<file path="src/rtl/sll_pipe_pkg.sv">
// Shared constants, types and the per-stage shift helper for the sll_pipe
// pipelined left shifter.
package sll_pipe_pkg;

  localparam int SLL_DATA_W     = 32;
  localparam int SLL_SHAMT_W    = 5;
  localparam int SLL_NUM_STAGES = 5;

  typedef logic [SLL_DATA_W-1:0]  sll_data_t;
  typedef logic [SLL_SHAMT_W-1:0] sll_shamt_t;

  // Fixed-distance step; bits pushed past the MSB either drop or wrap to bit 0.
  function automatic sll_data_t sll_step(input sll_data_t d, input int unsigned amt,
                                         input logic rot);
    sll_data_t fill;
    sll_data_t wrap;
    fill = d << amt;
    wrap = d >> (SLL_DATA_W - amt);
    return rot ? (fill | wrap) : fill;
  endfunction

endpackage

</file>
<file path="src/rtl/sll_pipe_if.sv">
// Valid/ready bundle for sll_pipe: operand side, result side and busy.
// The in_rot signal exists only when SLL_PIPE_ROTATE_EN is defined.
interface sll_pipe_if #(
  parameter int TAG_W = 5
);
  import sll_pipe_pkg::*;

  logic             in_valid;
  logic             in_ready;
  sll_data_t        in_data;
  sll_shamt_t       in_shamt;
  logic [TAG_W-1:0] in_tag;
`ifdef SLL_PIPE_ROTATE_EN
  logic             in_rot;
`endif
  logic             out_valid;
  logic             out_ready;
  sll_data_t        out_data;
  logic [TAG_W-1:0] out_tag;
  logic             busy;

  modport master (
    output in_valid, in_data, in_shamt, in_tag,
`ifdef SLL_PIPE_ROTATE_EN
    output in_rot,
`endif
    output out_ready,
    input  in_ready, out_valid, out_data, out_tag, busy
  );

  modport slave (
    input  in_valid, in_data, in_shamt, in_tag,
`ifdef SLL_PIPE_ROTATE_EN
    input  in_rot,
`endif
    input  out_ready,
    output in_ready, out_valid, out_data, out_tag, busy
  );

endinterface

</file>
<file path="src/rtl/sll_pipe_stage.sv">
// One registered shifter stage: applies SHIFT when its shamt bit is set.
// With SLL_PIPE_ROTATE_EN defined a rot bit travels along and selects rotate.
module sll_pipe_stage
  import sll_pipe_pkg::*;
#(
  parameter int unsigned SHIFT = 1,
  parameter int          TAG_W = 5
) (
  input  logic             clock,
  input  logic             reset,
  input  logic             up_valid,
  input  sll_data_t        up_data,
  input  sll_shamt_t       up_shamt,
`ifdef SLL_PIPE_ROTATE_EN
  input  logic             up_rot,
  output logic             q_rot,
`endif
  input  logic [TAG_W-1:0] up_tag,
  input  logic             dn_ready,
  output logic             rdy,
  output logic             q_valid,
  output sll_data_t        q_data,
  output sll_shamt_t       q_shamt,
  output logic [TAG_W-1:0] q_tag
);

  localparam int unsigned SEL = $clog2(SHIFT);

  logic      rot_sel;
  sll_data_t d_next;

`ifdef SLL_PIPE_ROTATE_EN
  assign rot_sel = up_rot;
`else
  assign rot_sel = 1'b0;
`endif

  always_comb begin
    d_next = up_data;
    if (up_shamt[SEL]) begin
      d_next = sll_step(up_data, SHIFT, rot_sel);
    end
  end

  // An empty stage always accepts, so bubbles close up under back-pressure.
  assign rdy = ~q_valid | dn_ready;

  always_ff @(posedge clock) begin
    if (reset) begin
      q_valid <= 1'b0;
      q_data  <= '0;
      q_shamt <= '0;
      q_tag   <= '0;
`ifdef SLL_PIPE_ROTATE_EN
      q_rot   <= 1'b0;
`endif
    end else if (rdy) begin
      q_valid <= up_valid;
      if (up_valid) begin
        q_data  <= d_next;
        q_shamt <= up_shamt;
        q_tag   <= up_tag;
`ifdef SLL_PIPE_ROTATE_EN
        q_rot   <= up_rot;
`endif
      end
    end
  end

endmodule

</file>
<file path="src/rtl/sll_pipe.sv">
// Five-stage elastic 32-bit logical left shifter with tag sideband.
// Define SLL_PIPE_ROTATE_EN to add the in_rot rotate-left option.
module sll_pipe
  import sll_pipe_pkg::*;
#(
  parameter int TAG_W = 5
) (
  input logic       clock,
  input logic       reset,
  sll_pipe_if.slave bus
);

  localparam int NS = SLL_NUM_STAGES;

  // Index 0 is the input port, index k+1 is the output of stage k.
  logic             v_c     [NS+1];
  sll_data_t        data_c  [NS+1];
  sll_shamt_t       shamt_c [NS+1];
  logic [TAG_W-1:0] tag_c   [NS+1];
`ifdef SLL_PIPE_ROTATE_EN
  logic             rot_c   [NS+1];
`endif

  assign v_c[0]     = bus.in_valid;
  assign data_c[0]  = bus.in_data;
  assign shamt_c[0] = bus.in_shamt;
  assign tag_c[0]   = bus.in_tag;
`ifdef SLL_PIPE_ROTATE_EN
  assign rot_c[0]   = bus.in_rot;
`endif

  // Ready is kept per generate scope so the chain never feeds back through one array.
  for (genvar k = 0; k < NS; k++) begin : g_stage
    logic dn_rdy;
    logic rdy;

    if (k == NS - 1) begin : g_tail
      assign dn_rdy = bus.out_ready;
    end else begin : g_link
      assign dn_rdy = g_stage[k+1].rdy;
    end

    sll_pipe_stage #(
      .SHIFT (1 << k),
      .TAG_W (TAG_W)
    ) u_stage (
      .clock    (clock),
      .reset    (reset),
      .up_valid (v_c[k]),
      .up_data  (data_c[k]),
      .up_shamt (shamt_c[k]),
`ifdef SLL_PIPE_ROTATE_EN
      .up_rot   (rot_c[k]),
      .q_rot    (rot_c[k+1]),
`endif
      .up_tag   (tag_c[k]),
      .dn_ready (dn_rdy),
      .rdy      (rdy),
      .q_valid  (v_c[k+1]),
      .q_data   (data_c[k+1]),
      .q_shamt  (shamt_c[k+1]),
      .q_tag    (tag_c[k+1])
    );
  end

  assign bus.in_ready  = g_stage[0].rdy;
  assign bus.out_valid = v_c[NS];
  assign bus.out_data  = data_c[NS];
  assign bus.out_tag   = tag_c[NS];

  logic busy_acc;
  always_comb begin
    busy_acc = 1'b0;
    for (int unsigned k = 1; k <= NS; k++) begin
      busy_acc = busy_acc | v_c[k];
    end
  end
  assign bus.busy = busy_acc;

  // Last stage's carried control bits have no consumer past the output.
  logic unused_tail;
`ifdef SLL_PIPE_ROTATE_EN
  assign unused_tail = ^{shamt_c[NS], rot_c[NS]};
`else
  assign unused_tail = ^shamt_c[NS];
`endif

endmodule

</file>
<file path="src/flat_wrapper.sv">
// flat-port wrapper written by rule: the top's interface ports become plain ports
module sll_pipe_flat import sll_pipe_pkg::*;
#(
  parameter int TAG_W = 5
)
  (clock, reset, bus_in_valid, bus_in_data, bus_in_shamt, bus_in_tag, bus_out_ready, bus_in_ready, bus_out_valid, bus_out_data, bus_out_tag, bus_busy);
  sll_pipe_if #(.TAG_W(TAG_W)) bus_i ();
  input logic clock;
  input logic reset;
  input wire logic [$bits(bus_i.in_valid)-1:0] bus_in_valid;
  input wire logic [$bits(bus_i.in_data)-1:0] bus_in_data;
  input wire logic [$bits(bus_i.in_shamt)-1:0] bus_in_shamt;
  input wire logic [$bits(bus_i.in_tag)-1:0] bus_in_tag;
  input wire logic [$bits(bus_i.out_ready)-1:0] bus_out_ready;
  output wire logic [$bits(bus_i.in_ready)-1:0] bus_in_ready;
  output wire logic [$bits(bus_i.out_valid)-1:0] bus_out_valid;
  output wire logic [$bits(bus_i.out_data)-1:0] bus_out_data;
  output wire logic [$bits(bus_i.out_tag)-1:0] bus_out_tag;
  output wire logic [$bits(bus_i.busy)-1:0] bus_busy;
  assign bus_i.in_valid = bus_in_valid;
  assign bus_i.in_data = bus_in_data;
  assign bus_i.in_shamt = bus_in_shamt;
  assign bus_i.in_tag = bus_in_tag;
  assign bus_i.out_ready = bus_out_ready;
  assign bus_in_ready = bus_i.in_ready;
  assign bus_out_valid = bus_i.out_valid;
  assign bus_out_data = bus_i.out_data;
  assign bus_out_tag = bus_i.out_tag;
  assign bus_busy = bus_i.busy;
  sll_pipe #(.TAG_W(TAG_W)) u_core (.clock(clock), .reset(reset), .bus(bus_i));
endmodule
</file>
<file path="config.mk">
export PLATFORM = sky130hd
export DESIGN_NAME = sll_pipe_flat
export DESIGN_NICKNAME = d
export VERILOG_FILES = /design/src/rtl/sll_pipe_pkg.sv /design/src/rtl/sll_pipe_if.sv /design/src/rtl/sll_pipe_stage.sv /design/src/rtl/sll_pipe.sv /design/src/flat_wrapper.sv
export SDC_FILE = /design/constraint.sdc
export NUM_CORES = 1
export LEC_CHECK = 0
export ABC_AREA = 1
export CORE_ASPECT_RATIO = 0.8
export CORE_UTILIZATION = 43
export DETAILED_ROUTE_END_ITERATION = 10
export PLACE_DENSITY_LB_ADDON = 0.2
export SYNTH_ARGS = -nofsm -noshare
export SYNTH_HDL_FRONTEND = slang
export SYNTH_SLANG_ARGS = --single-unit
export TNS_END_PERCENT = 100
</file>
<file path="constraint.sdc">
create_clock -name clock -period 2.3 [get_ports clock]
set_clock_uncertainty 0.15 [all_clocks]
set_input_delay 0.46 -clock clock [delete_from_list [all_inputs] [get_ports clock]]
set_output_delay 0.46 -clock clock [all_outputs]
set_load 0.005 [all_outputs]
</file>
==> summary.md <==
| Metric | Value |
|---|---|
| Status | `completed` |
| Post-route insts no fill | `1582` |
| Wire per inst | `13.19 µm` |
| Min-Delay Endpoint | `u_core.g_stage[4].u_stage.q_data[8]$_SDFFE_PP0P_` |
| Vias/cell | `5.124` |
| Largest net degree at the start of global routing | `84` |
| Combinational Power Share | `10.0%` |
| FMAX | `457.6 MHz` |
| RSZ-0062 raised after global routing | `no` |
| H-tree depth | `4` |
| Max-slew violations | `0` |
| Pre-antenna DRT Iters | `5` |
| Switch Pwr | `1.848 mW` |
| Num CTS Buffers | `17` |
| Overflow left after global routing | `0` |
| Final core utilization | `50.64%` |
| Die span in x | `164.4 µm` |
| Initial DRC Count | `577` |
| VDD IR-drop max | `397.9 µV` |
| Worst skew pair latency | `430 ps` |
| Synth area leaders | `dfxtp_1 (44%), nand2_1 (14%), nor2_1 (7.6%), a21oi_1 (6.6%), nand3_1 (6.5%)` |
| Max Cap Viol | `0` |
| Critical Path Start Type | `input pin` |
| Placeable Area | `20700 µm²` |
| Worst setup EP type | `output port` |
| Initial core utilization | `43.83%` |
| Top cells by instance count after synthesis | `nand2_1 (328), dfxtp_1 (200), nor2_1 (183)` |
| Reg2Reg Depth | `7` |
| Post-synthesis register bit count | `200` |
| Chip height | `131.9 µm` |
| Port bufs | `85` |
| RD Place Congestion | `0.7967` |
| Leak | `4.187 nW` |
| Distinct cell type count after synthesis | `20` |
| Initial antenna violation count | `0` |
| Clock Power Share | `39.7%` |
| Dpl cell area | `9913 µm²` |
| Cells after Synth | `1306` |
| # rows | `47` |
| Crit path DAT | `1580 ps` |
| Cell taking the most area after synthesis | `dfxtp_1` |
| Final Critical Period | `2185 ps` |
| R2R Path Start | `u_core.g_stage[4].u_stage.q_valid$_SDFFE_PP0P_` |
| Register area share after synthesis | `44.13%` |
| Synth Flop Type | `dfxtp_1` |
| Worst hold path depth | `2` |
| Max_slew headroom | `43.15%` |
| R2r setup slk | `560 ps` |
| Clk sink count | `200` |
| Layout net count | `1347` |
| Pwr/cell area | `708.1 nW/µm²` |
| FF-to-FF End | `u_core.g_stage[2].u_stage.q_data[0]$_SDFFE_PP0P_` |
| Post-Place Cells | `1551` |
| Yosys top cell area share | `44.13%` |
| WL final | `20870 µm` |
| Clk root buf | `clkbuf_16` |
| DP HPWL | `14280 µm` |
| Final TNS setup | `0 ps` |
| Mapped Area | `9072 µm²` |
| Post-CTS setup buffer count | `0` |
| Post-synth EDFFs | `0` |
| Sequential group share of total power | `50.3%` |
| Internal Power | `5.574 mW` |
| Worst-Margin Slew | `851.8 ps` |
| # IOs | `86` |
| Crit Path Max Fanout | `2` |
| Count leader, synth | `nand2_1` |
| Total Power | `7.422 mW` |
| Final Cell Area | `10480 µm²` |
| Post-route DRC | `0` |
| Die area | `21690 µm²` |
| Vias in the first global route | `7386` |
| Worst-case clock buffer depth | `2` |
| Fin crit share | `95.01%` |
| Avg Cell Area, Syn | `6.947 µm²` |
| Hold Path Origin | `u_core.g_stage[4].u_stage.q_data[8]$_SDFFE_PP0P_` |
| CTS clk-pin slew, worst paths | `70 ps` |
| Diodes inserted | `0` |
| First-pass GRT wire length | `35490 µm` |
| TritonCTS clock tree | `done` |
| Worst Path Required | `1690 ps` |
| Vias | `8106` |
| Final Hold Fails | `0` |
| Syn_nets | `1352` |
| Total track usage | `20.15%` |
| Area Growth Syn to Fin | `15.54%` |
| Synth Warn # | `0` |
| Worst setup path class | `in -> out` |
| Hold Crit Class | `reg -> reg` |
| FFs w/ async S/R, synth | `0%` |
| Share of layout cells above drive strength 1 | `5.255%` |
| Routed Antenna Nets | `0` |
| Final setup fails | `0` |
| Net Sw Frac | `24.90%` |
[metrics by stage]
stage | hold WS [ps] | setup slack [ps]
4_1_cts | 314.7 | 104.0
3_3_place_gp | 301.4 | -110.2
6_report | 311.7 | 114.7
5_1_grt | 328.0 | 31.65
2_1_floorplan | 287.8 | 563.8
3_5_place_dp | 304.5 | -89.93
[layout by cell type (no fill, tap or decap), drive strengths merged]
| cell type | netlist | routed |
|---|---|---|
| a21boi | 61 | 61 |
| a21oi | 119 | 119 |
| a31oi | 16 | 16 |
| buf | 73 | 30 |
| bufinv | 0 | 2 |
| clkbuf | 65 | 20 |
| clkdlybuf4s50 | 0 | 83 |
| clkinv | 0 | 6 |
| clkinvlp | 0 | 3 |
| dfxtp | 200 | 200 |
| dlygate4sd2 | 0 | 1 |
| inv | 33 | 33 |
| nand2 | 329 | 329 |
| nand3 | 117 | 117 |
| nor2 | 186 | 186 |
| nor3 | 1 | 1 |
| o211a | 8 | 8 |
| o21ai | 98 | 98 |
[registers in the layout, indices dropped and copies added (netlist names)]
name and cells:
u_core.g_stage.u_stage.q_valid 5, u_core.g_stage.u_stage.q_data 160, u_core.g_stage.u_stage.q_tag 25, u_core.g_stage.u_stage.q_shamt 10
[cell type report]
cell class / count / area, µm²
Clock buffer: 20 / 446.7
Fill cell: 2144 / 10220
Clock inverter: 11 / 123.9
Sequential cell: 200 / 4005
Multi-Input combinational cell: 935 / 4270
Tap cell: 269 / 336.6
Inverter: 33 / 125.1
Timing Repair Buffer: 114 / 1175
[metal layers]
layer / global-route usage (%) / wire length (µm) / vias to the layer above
met5: 0 / 0 / -
met4: 4.638 / 144 / 0
met3: 3.712 / 794 / 9
met2: 29.77 / 9014 / 123
met1: 30.17 / 10920 / 3742
li1: - / - / 4232
[worst max-delay path: stages]
cell and delay [ps]:
clkdlybuf4s50_1 410, inv_1 60, nand3_1 90, nor2_2 140
nand3_2 110, dlygate4sd2_1 310
[what timing repair did]
item,in CTS,in global routing
gates resized for setup,1,0
hold buffers,0,0
endpoints found under the setup margin,1,0
[power by group through the flow]
| stage | clock (mW) | combinational, mW | sequential, mW |
|---|---|---|---|
| finish | 2.95 | 0.743 | 3.73 |
| global route | 3.14 | 0.864 | 3.75 |
| CTS | 3.00 | 0.751 | 3.73 |
| detailed placement | 0 | 0.749 | 3.81 |
| global placement | 0 | 0.739 | 3.81 |
| floorplan | 0 | 0.531 | 3.77 |
[how the worst max path moves through the flow]
stage / startpoint / slack [ps] / endpoint
after CTS: bus_out_ready / 100 / bus_in_ready
after global routing: bus_out_ready / 30 / bus_in_ready
after global placement: bus_out_ready / -110 / bus_in_ready
after floorplan: bus_out_ready / 560 / bus_in_ready
after detailed placement: bus_out_ready / -90 / bus_in_ready
final: bus_out_ready / 110 / bus_in_ready
[cells by family (layout without fill, tap and decap cells)]
group	after synthesis	count (layout)	synth area share [%]
AO/OA/AOI/OAI	302	302	19.00
buffers and inverters	171	178	8.937
flip-flops	200	200	44.13
AND/OR/NAND/NOR	633	633	27.93
Power figures use the tool's default switching activity.
